`config.mk`:
```
export PLATFORM = sky130hd
export DESIGN_NAME = vga_mono_filter
export DESIGN_NICKNAME = d
export VERILOG_FILES = /design/src/rtl/vga_mono_filter.sv
export SDC_FILE = /design/constraint.sdc
export NUM_CORES = 1
export LEC_CHECK = 0
export ABC_AREA = 1
export CORE_UTILIZATION = 26
export CTS_CLUSTER_DIAMETER = 30
export CTS_CLUSTER_SIZE = 10
export DETAILED_ROUTE_END_ITERATION = 8
export PLACE_DENSITY = 0.49
export REMOVE_ABC_BUFFERS = 1
export SYNTH_ARGS = -nofsm -noshare
export SYNTH_HDL_FRONTEND = slang
export SYNTH_SLANG_ARGS = --single-unit
export TNS_END_PERCENT = 20
```
`constraint.sdc`:
```
create_clock -name clk_vga -period 4 [get_ports clk_vga]
set_input_delay 0.8 -clock clk_vga [delete_from_list [all_inputs] [get_ports clk_vga]]
set_output_delay 0.8 -clock clk_vga [all_outputs]
set_load 0.02 [all_outputs]
```
`src/rtl/vga_mono_filter.sv`:
```
// ---------------------------------------------------------------------------
// vga_mono_filter
//
// Three-stage pixel pipeline that turns a colour VGA stream into one of
// several monochrome renderings (green, amber, white, custom tint, inverted
// white), or passes the colour through untouched.
//
//   S1 : per-channel luma weights (54, 183, 19), mode/gain selection
//   S2 : luma sum with rounding, Y = (54R + 183G + 19B + 128) >> 8
//   S3 : tint multiply / passthrough / inversion, blank forcing
//
// Mode and custom gains change only at the start of a frame: the cycle on
// which vsync_in first reaches its active level. Mode and gains ride along
// the pipeline with each pixel, so a frame is never rendered in two modes.
//
// Ports
//   clk_vga                  pixel clock (only clock)
//   rst                      synchronous, active-high reset
//   r_in/g_in/b_in [CW]      source pixel
//   hsync_in/vsync_in/blank_in  source timing
//   mode_req [3]             0 colour, 1 green, 2 amber, 3 white,
//                            4 custom, 5 inverted white, 6/7 -> colour
//   tint_r/g/b [8]           custom tint gains (latched at frame boundary)
//   r_out/g_out/b_out [CW]   filtered pixel, 3 cycles after input
//   hsync_out/vsync_out/blank_out  timing delayed by 3 cycles
//   mode_active [3]          mode currently applied at S1
//   mode_pending             sanitised mode_req differs from mode_active
// ---------------------------------------------------------------------------
module vga_mono_filter #(
    parameter int CW     = 6,
    parameter bit VS_POL = 1'b0
) (
    input  logic          clk_vga,
    input  logic          rst,
    input  logic [CW-1:0] r_in,
    input  logic [CW-1:0] g_in,
    input  logic [CW-1:0] b_in,
    input  logic          hsync_in,
    input  logic          vsync_in,
    input  logic          blank_in,
    input  logic [2:0]    mode_req,
    input  logic [7:0]    tint_r,
    input  logic [7:0]    tint_g,
    input  logic [7:0]    tint_b,
    output logic [CW-1:0] r_out,
    output logic [CW-1:0] g_out,
    output logic [CW-1:0] b_out,
    output logic          hsync_out,
    output logic          vsync_out,
    output logic          blank_out,
    output logic [2:0]    mode_active,
    output logic          mode_pending
);

    localparam int PW = CW + 8;   // one weighted channel
    localparam int SW = CW + 9;   // sum of three weighted channels + rounding

    localparam logic [2:0] M_COLOUR = 3'd0;
    localparam logic [2:0] M_GREEN  = 3'd1;
    localparam logic [2:0] M_AMBER  = 3'd2;
    localparam logic [2:0] M_WHITE  = 3'd3;
    localparam logic [2:0] M_CUSTOM = 3'd4;
    localparam logic [2:0] M_INVERT = 3'd5;

    localparam logic [CW-1:0] PIX_MAX = '1;
    localparam logic [7:0]    LUMA_W [3] = '{8'd54, 8'd183, 8'd19};

    // sync bundle bit positions
    localparam int HS = 0;
    localparam int VS = 1;
    localparam int BK = 2;

    // channel-indexed views of the ports (0 = R, 1 = G, 2 = B)
    logic [CW-1:0] pix_in   [3];
    logic [7:0]    tint_in  [3];

    assign pix_in[0]  = r_in;
    assign pix_in[1]  = g_in;
    assign pix_in[2]  = b_in;
    assign tint_in[0] = tint_r;
    assign tint_in[1] = tint_g;
    assign tint_in[2] = tint_b;

    // control state
    logic          vs_prev_q,     vs_prev_d;
    logic [2:0]    mode_active_q, mode_active_d;
    logic [7:0]    cgain_q [3];
    logic [7:0]    cgain_d [3];

    // S1
    logic [PW-1:0] prod1_q [3];
    logic [PW-1:0] prod1_d [3];
    logic [CW-1:0] pix1_q  [3];
    logic [CW-1:0] pix1_d  [3];
    logic [7:0]    gain1_q [3];
    logic [7:0]    gain1_d [3];
    logic [2:0]    mode1_q, mode1_d;
    logic [2:0]    sync1_q, sync1_d;

    // S2
    logic [CW-1:0] y2_q,    y2_d;
    logic [CW-1:0] pix2_q  [3];
    logic [CW-1:0] pix2_d  [3];
    logic [7:0]    gain2_q [3];
    logic [7:0]    gain2_d [3];
    logic [2:0]    mode2_q, mode2_d;
    logic [2:0]    sync2_q, sync2_d;

    // S3 (output registers)
    logic [CW-1:0] out3_q  [3];
    logic [CW-1:0] out3_d  [3];
    logic [2:0]    sync3_q, sync3_d;

    // per-channel arithmetic
    logic [PW-1:0] luma_prod  [3];
    logic [CW-1:0] tint_shift [3];

    genvar gi;
    generate
        for (gi = 0; gi < 3; gi++) begin : g_chan
            assign luma_prod[gi] = PW'(pix_in[gi]) * PW'(LUMA_W[gi]);
            // (Y * (gain + 1)) >> 8 never exceeds Y, so CW bits suffice
            assign tint_shift[gi] =
                CW'((PW'(y2_q) * (PW'(gain2_q[gi]) + PW'(1))) >> 8);
        end
    endgenerate

    logic [2:0] mode_req_s;
    logic       frame_edge;

    always_comb begin
        mode_req_s = (mode_req > M_INVERT) ? M_COLOUR : mode_req;
        // vs_prev_q resets to 0, so with VS_POL = 1 a high vsync right after
        // reset is treated as a fresh frame boundary
        frame_edge = (vsync_in == VS_POL) && (vs_prev_q != VS_POL);

        vs_prev_d     = vsync_in;
        mode_active_d = frame_edge ? mode_req_s : mode_active_q;
        for (int i = 0; i < 3; i++) begin
            cgain_d[i] = frame_edge ? tint_in[i] : cgain_q[i];
        end

        // S1: weights and gain selection from the mode in force now
        mode1_d = mode_active_q;
        sync1_d = {blank_in, vsync_in, hsync_in};
        for (int i = 0; i < 3; i++) begin
            prod1_d[i] = luma_prod[i];
            pix1_d[i]  = pix_in[i];
            gain1_d[i] = 8'd0;
        end
        case (mode_active_q)
            M_GREEN: begin
                gain1_d[1] = 8'd255;
            end
            M_AMBER: begin
                gain1_d[0] = 8'd255;
                gain1_d[1] = 8'd127;
            end
            M_WHITE: begin
                gain1_d[0] = 8'd255;
                gain1_d[1] = 8'd255;
                gain1_d[2] = 8'd255;
            end
            M_CUSTOM: begin
                for (int i = 0; i < 3; i++) gain1_d[i] = cgain_q[i];
            end
            default: ;
        endcase

        // S2: rounded luma sum
        y2_d    = CW'((SW'(prod1_q[0]) + SW'(prod1_q[1]) + SW'(prod1_q[2])
                       + SW'(128)) >> 8);
        mode2_d = mode1_q;
        sync2_d = sync1_q;
        for (int i = 0; i < 3; i++) begin
            pix2_d[i]  = pix1_q[i];
            gain2_d[i] = gain1_q[i];
        end

        // S3: final rendering, blank wins over everything
        sync3_d = sync2_q;
        for (int i = 0; i < 3; i++) begin
            if (sync2_q[BK]) begin
                out3_d[i] = '0;
            end else if (mode2_q == M_COLOUR) begin
                out3_d[i] = pix2_q[i];
            end else if (mode2_q == M_INVERT) begin
                out3_d[i] = PIX_MAX - y2_q;
            end else begin
                out3_d[i] = tint_shift[i];
            end
        end
    end

    always_ff @(posedge clk_vga) begin
        if (rst) begin
            vs_prev_q     <= 1'b0;
            mode_active_q <= M_COLOUR;
            mode1_q       <= '0;
            sync1_q       <= '0;
            y2_q          <= '0;
            mode2_q       <= '0;
            sync2_q       <= '0;
            sync3_q       <= '0;
            for (int i = 0; i < 3; i++) begin
                cgain_q[i] <= 8'd255;
                prod1_q[i] <= '0;
                pix1_q[i]  <= '0;
                gain1_q[i] <= '0;
                pix2_q[i]  <= '0;
                gain2_q[i] <= '0;
                out3_q[i]  <= '0;
            end
        end else begin
            vs_prev_q     <= vs_prev_d;
            mode_active_q <= mode_active_d;
            mode1_q       <= mode1_d;
            sync1_q       <= sync1_d;
            y2_q          <= y2_d;
            mode2_q       <= mode2_d;
            sync2_q       <= sync2_d;
            sync3_q       <= sync3_d;
            for (int i = 0; i < 3; i++) begin
                cgain_q[i] <= cgain_d[i];
                prod1_q[i] <= prod1_d[i];
                pix1_q[i]  <= pix1_d[i];
                gain1_q[i] <= gain1_d[i];
                pix2_q[i]  <= pix2_d[i];
                gain2_q[i] <= gain2_d[i];
                out3_q[i]  <= out3_d[i];
            end
        end
    end

    assign r_out        = out3_q[0];
    assign g_out        = out3_q[1];
    assign b_out        = out3_q[2];
    assign hsync_out    = sync3_q[HS];
    assign vsync_out    = sync3_q[VS];
    assign blank_out    = sync3_q[BK];
    assign mode_active  = mode_active_q;
    assign mode_pending = (mode_req_s != mode_active_q);

endmodule
```
==> results.json <==
{
  "preCtsSetupSlack_ns": -0.307,
  "count_of_vias_placed_by_the_detailed_router": 11260,
  "slew-limit-headroom": 0.542,
  "finalSetupViolCount": 1,
  "fp.dieArea_um2": 52900,
  "setup_repair_after_global_routing_missed_its_margin": "yes",
  "yosysTopAreaCell": "sky130_fd_sc_hd__dfxtp_1",
  "power.leakage_nw": 8.44,
  "netlist_instances": 1739,
  "finalMaxSlewViolations": 0,
  "boundaryPins": 75,
  "syn2layout_area_growth_pct": 28.7,
  "tritoncts_num_sinks": 183,
  "num-nets-final": 2254,
  "final-hold-violation-count": 0,
  "routedWlPerCell_um": 13.2,
  "max_freq_mhz": 249,
  "fin_crit_ns": 4.02,
  "synth-seq-cells": 183,
  "postLayoutSetupSlackWorst_ns": -0.0185,
  "syn_avg_cell_area_um2": 7.77,
  "clk-insertion-delay-late_ns": 0.45,
  "groute.usage.overall": 0.139,
  "placement.io_buffers": 74,
  "postRouteAntennaNets": 0,
  "netlist_area_um2": 13500,
  "clk_transition_reported_paths_ns": 0.09,
  "die_h_um": 230,
  "core.rowCount": 83,
  "top_cells_by_area_in_the_synthesized_netlist": "sky130_fd_sc_hd__dfxtp_1, sky130_fd_sc_hd__fa_1, sky130_fd_sc_hd__ha_1",
  "tritoncts": "done",
  "ys_warn_count": 0,
  "grt_overflow_total": 0,
  "period_share": 1.00,
  "num_antenna_cells": 0,
  "via_count_of_the_first_global_routing_pass": 11719,
  "power_density_nw_per_um2": 354,
  "synth.top_cell.area_share": 0.271,
  "cts-hold-fix-buffers": 0,
  "number_of_buffers_on_the_longest_clock_path": 2,
  "yosysSeqAreaShare": 0.271,
  "remaining_drc_errors": 0,
  "vdd_drop_max_mv": 0.252,
  "path_max_fanout": 4,
  "coreArea_um2": 51300,
  "clock_tree.htree_level_count": 4,
  "synth_flop_cell": "sky130_fd_sc_hd__dfxtp_1",
  "finalPower_mw": 6.17,
  "route.detailed.vias_per_inst": 4.27,
  "grt_start_max_net_pins": 45,
  "grt_pass1_wl_um": 59000,
  "finalClockSkew_ns": 0.0183,
  "dr.first_iter.drc_count": 446,
  "max_capacitance_violation_count": 0,
  "initial_utilization": 0.263,
  "timing.setup.critical_path_class": "flip-flop to flip-flop",
  "crit_path_end_kind": "flip-flop",
  "cts-root-buf": "sky130_fd_sc_hd__clkbuf_16",
  "min_path_type": "flip-flop to flip-flop",
  "rrSetupSlack_ns": -0.02,
  "postRouteWirelength_um": 34900,
  "netlist-cell-type-count": 46,
  "worst_pin_slew_ns": 0.686,
  "grt_antenna_before_repair": 0,
  "final_layout_size_suffix_gt1_frac": 0.186,
  "worst_setup_path_start_kind": "flip-flop",
  "status": "finished, violations left",
  "cp_data_arrival_time_ns": 4.33,
  "synth_edf_count": 0,
  "failing_checks": "setup timing",
  "numCtsBuffers": 17,
  "dp_hpwl_um": 28300,
  "asyncSetResetFlopFracSynth": 0,
  "drt_pre_antenna_iters": 5,
  "die_w_um": 230,
  "critPathRequiredTime_ns": 4.32,
  "gpl.final_weighted_congestion": 0.847
}
[synthesized netlist by cell type (4+ instances only)]
master	number
sky130_fd_sc_hd__o211ai_1	8
sky130_fd_sc_hd__ha_1	147
sky130_fd_sc_hd__nand3_1	71
sky130_fd_sc_hd__clkbuf_1	24
sky130_fd_sc_hd__dfxtp_1	183
sky130_fd_sc_hd__xnor2_1	8
sky130_fd_sc_hd__nand2_1	265
sky130_fd_sc_hd__nor2_1	224
sky130_fd_sc_hd__inv_1	365
sky130_fd_sc_hd__a21o_1	9
sky130_fd_sc_hd__nor2_2	5
sky130_fd_sc_hd__buf_1	7
sky130_fd_sc_hd__nand2_2	14
sky130_fd_sc_hd__nor2_4	4
sky130_fd_sc_hd__a21oi_1	118
sky130_fd_sc_hd__o21ai_1	19
sky130_fd_sc_hd__nor3_1	6
sky130_fd_sc_hd__nand4_1	12
sky130_fd_sc_hd__clkinv_1	7
sky130_fd_sc_hd__a31oi_1	7
sky130_fd_sc_hd__inv_2	6
sky130_fd_sc_hd__buf_2	6
sky130_fd_sc_hd__o21ai_0	46
sky130_fd_sc_hd__o21bai_1	9
sky130_fd_sc_hd__fa_1	111
sky130_fd_sc_hd__xor2_1	15
sky130_fd_sc_hd__nand3_2	10
[through the flow]
step,hold slack [ns],instance area [µm²],std cells,utilization,TNS [ns]
6_report,0.385,17400,2639,0.339,-0.0185
5_1_grt,0.393,17400,2639,0.339,-3.09
4_1_cts,0.390,17200,2638,0.335,-0.388
3_5_place_dp,0.394,16100,2596,0.313,-3.64
3_3_place_gp,0.390,16100,2596,0.313,-2.79
2_1_floorplan,0.388,13300,1700,-,0
[worst max-delay path, stage by stage, from the launching register on]
cell and delay (ns):
sky130_fd_sc_hd__dfxtp_4 0.38, sky130_fd_sc_hd__ha_4 0.16, sky130_fd_sc_hd__nand2_2 0.09, sky130_fd_sc_hd__nor2_4 0.05, sky130_fd_sc_hd__buf_4 0.14, sky130_fd_sc_hd__xnor2_4 0.14
sky130_fd_sc_hd__or2_2 0.29, sky130_fd_sc_hd__fa_1 0.51, sky130_fd_sc_hd__fa_1 0.46, sky130_fd_sc_hd__fa_1 0.56, sky130_fd_sc_hd__inv_1 0.06, sky130_fd_sc_hd__ha_4 0.25
sky130_fd_sc_hd__a21oi_2 0.13, sky130_fd_sc_hd__nor2_2 0.05, sky130_fd_sc_hd__nor2_1 0.10, sky130_fd_sc_hd__o21ai_1 0.09, sky130_fd_sc_hd__or2_1 0.25, sky130_fd_sc_hd__nand3_2 0.09
sky130_fd_sc_hd__a21oi_2 0.08
[logic make-up (layout without fill, tap and decap cells)]
logic type	Yosys count	after routing	share of synthesized area
compound gates	229	229	0.0937
buf+inv	417	637	0.117
xor+xnor	25	25	0.0173
simple gates	627	627	0.200
flops	183	183	0.271
fa+ha+maj	258	258	0.301
[state kept, by name, summed over array words and instances, names as in the netlist]
| signal | cells |
|---|---|
| mode1_q | 3 |
| gain2_q | 24 |
| prod1_q | 36 |
| pix1_q | 15 |
| y2_q | 6 |
| mode_active | 3 |
| gain1_q | 24 |
| sync3_q | 3 |
| mode2_q | 3 |
| pix2_q | 18 |
| out3_q | 18 |
| sync2_q | 3 |
| sync1_q | 3 |
| cgain_q | 24 |
[power breakdown]
part	switching [mW]	internal, mW	total [mW]
logic	1.47	0.953	2.42
registers	0.0941	1.99	2.08
clock network	0.829	0.836	1.67
total	2.39	3.78	6.17
[final cells by class]
class | count | area [µm²]
Timing Repair Buffer | 227 | 1950
Clock inverter | 15 | 151
Inverter | 378 | 1420
Fill cell | 5465 | 33900
Clock buffer | 17 | 425
Sequential cell | 183 | 3690
Multi-Input combinational cell | 1139 | 8910
Tap cell | 680 | 851
[worst paths after layout]
path              cells past startpoint                      from                       end
setup / recovery                     18  gain2_q[0][8]$_SDFF_PP0_   out3_q[0][6]$_SDFF_PP0_
hold / removal                        2  gain1_q[0][0]$_SDFF_PP0_  gain2_q[0][0]$_SDFF_PP0_
setup reg to reg                     18  gain2_q[0][8]$_SDFF_PP0_   out3_q[0][6]$_SDFF_PP0_
hold reg to reg                       2  gain1_q[0][0]$_SDFF_PP0_  gain2_q[0][0]$_SDFF_PP0_
[layout by cell type, fill, tap and decap left out, drive strengths merged, types with 2 or more instances in the layout]
cell             n
a21boi           3
a21o             9
a21oi          121
a31oi            7
and2             2
buf            154
clkbuf          17
clkdlybuf4s50   73
clkinv          11
dfxtp          183
fa             111
ha             147
inv            381
nand2          280
nand3           81
nand3b           2
nand4           13
nor2           233
nor3            10
o211ai           8
o21a             3
o21ai           65
o21bai           9
o31ai            2
or2              5
xnor2            8
xor2            17
[what timing repair did]
item,CTS,global route
buffers inserted,10,1
endpoints found under the setup margin,17,18
gates cloned,0,0
pin swaps,52,29
hold endpoints to repair,0,0
gates resized for setup,104,56
[layer usage]
layer  global-route usage  wire (µm)  part of all wire
met5                    0          0                 0
met4               0.0524        949             0.027
met3               0.0151        852             0.024
met2                0.243      16900              0.48
met1                0.175      16200              0.46
(Power assumes the default switching activity.)
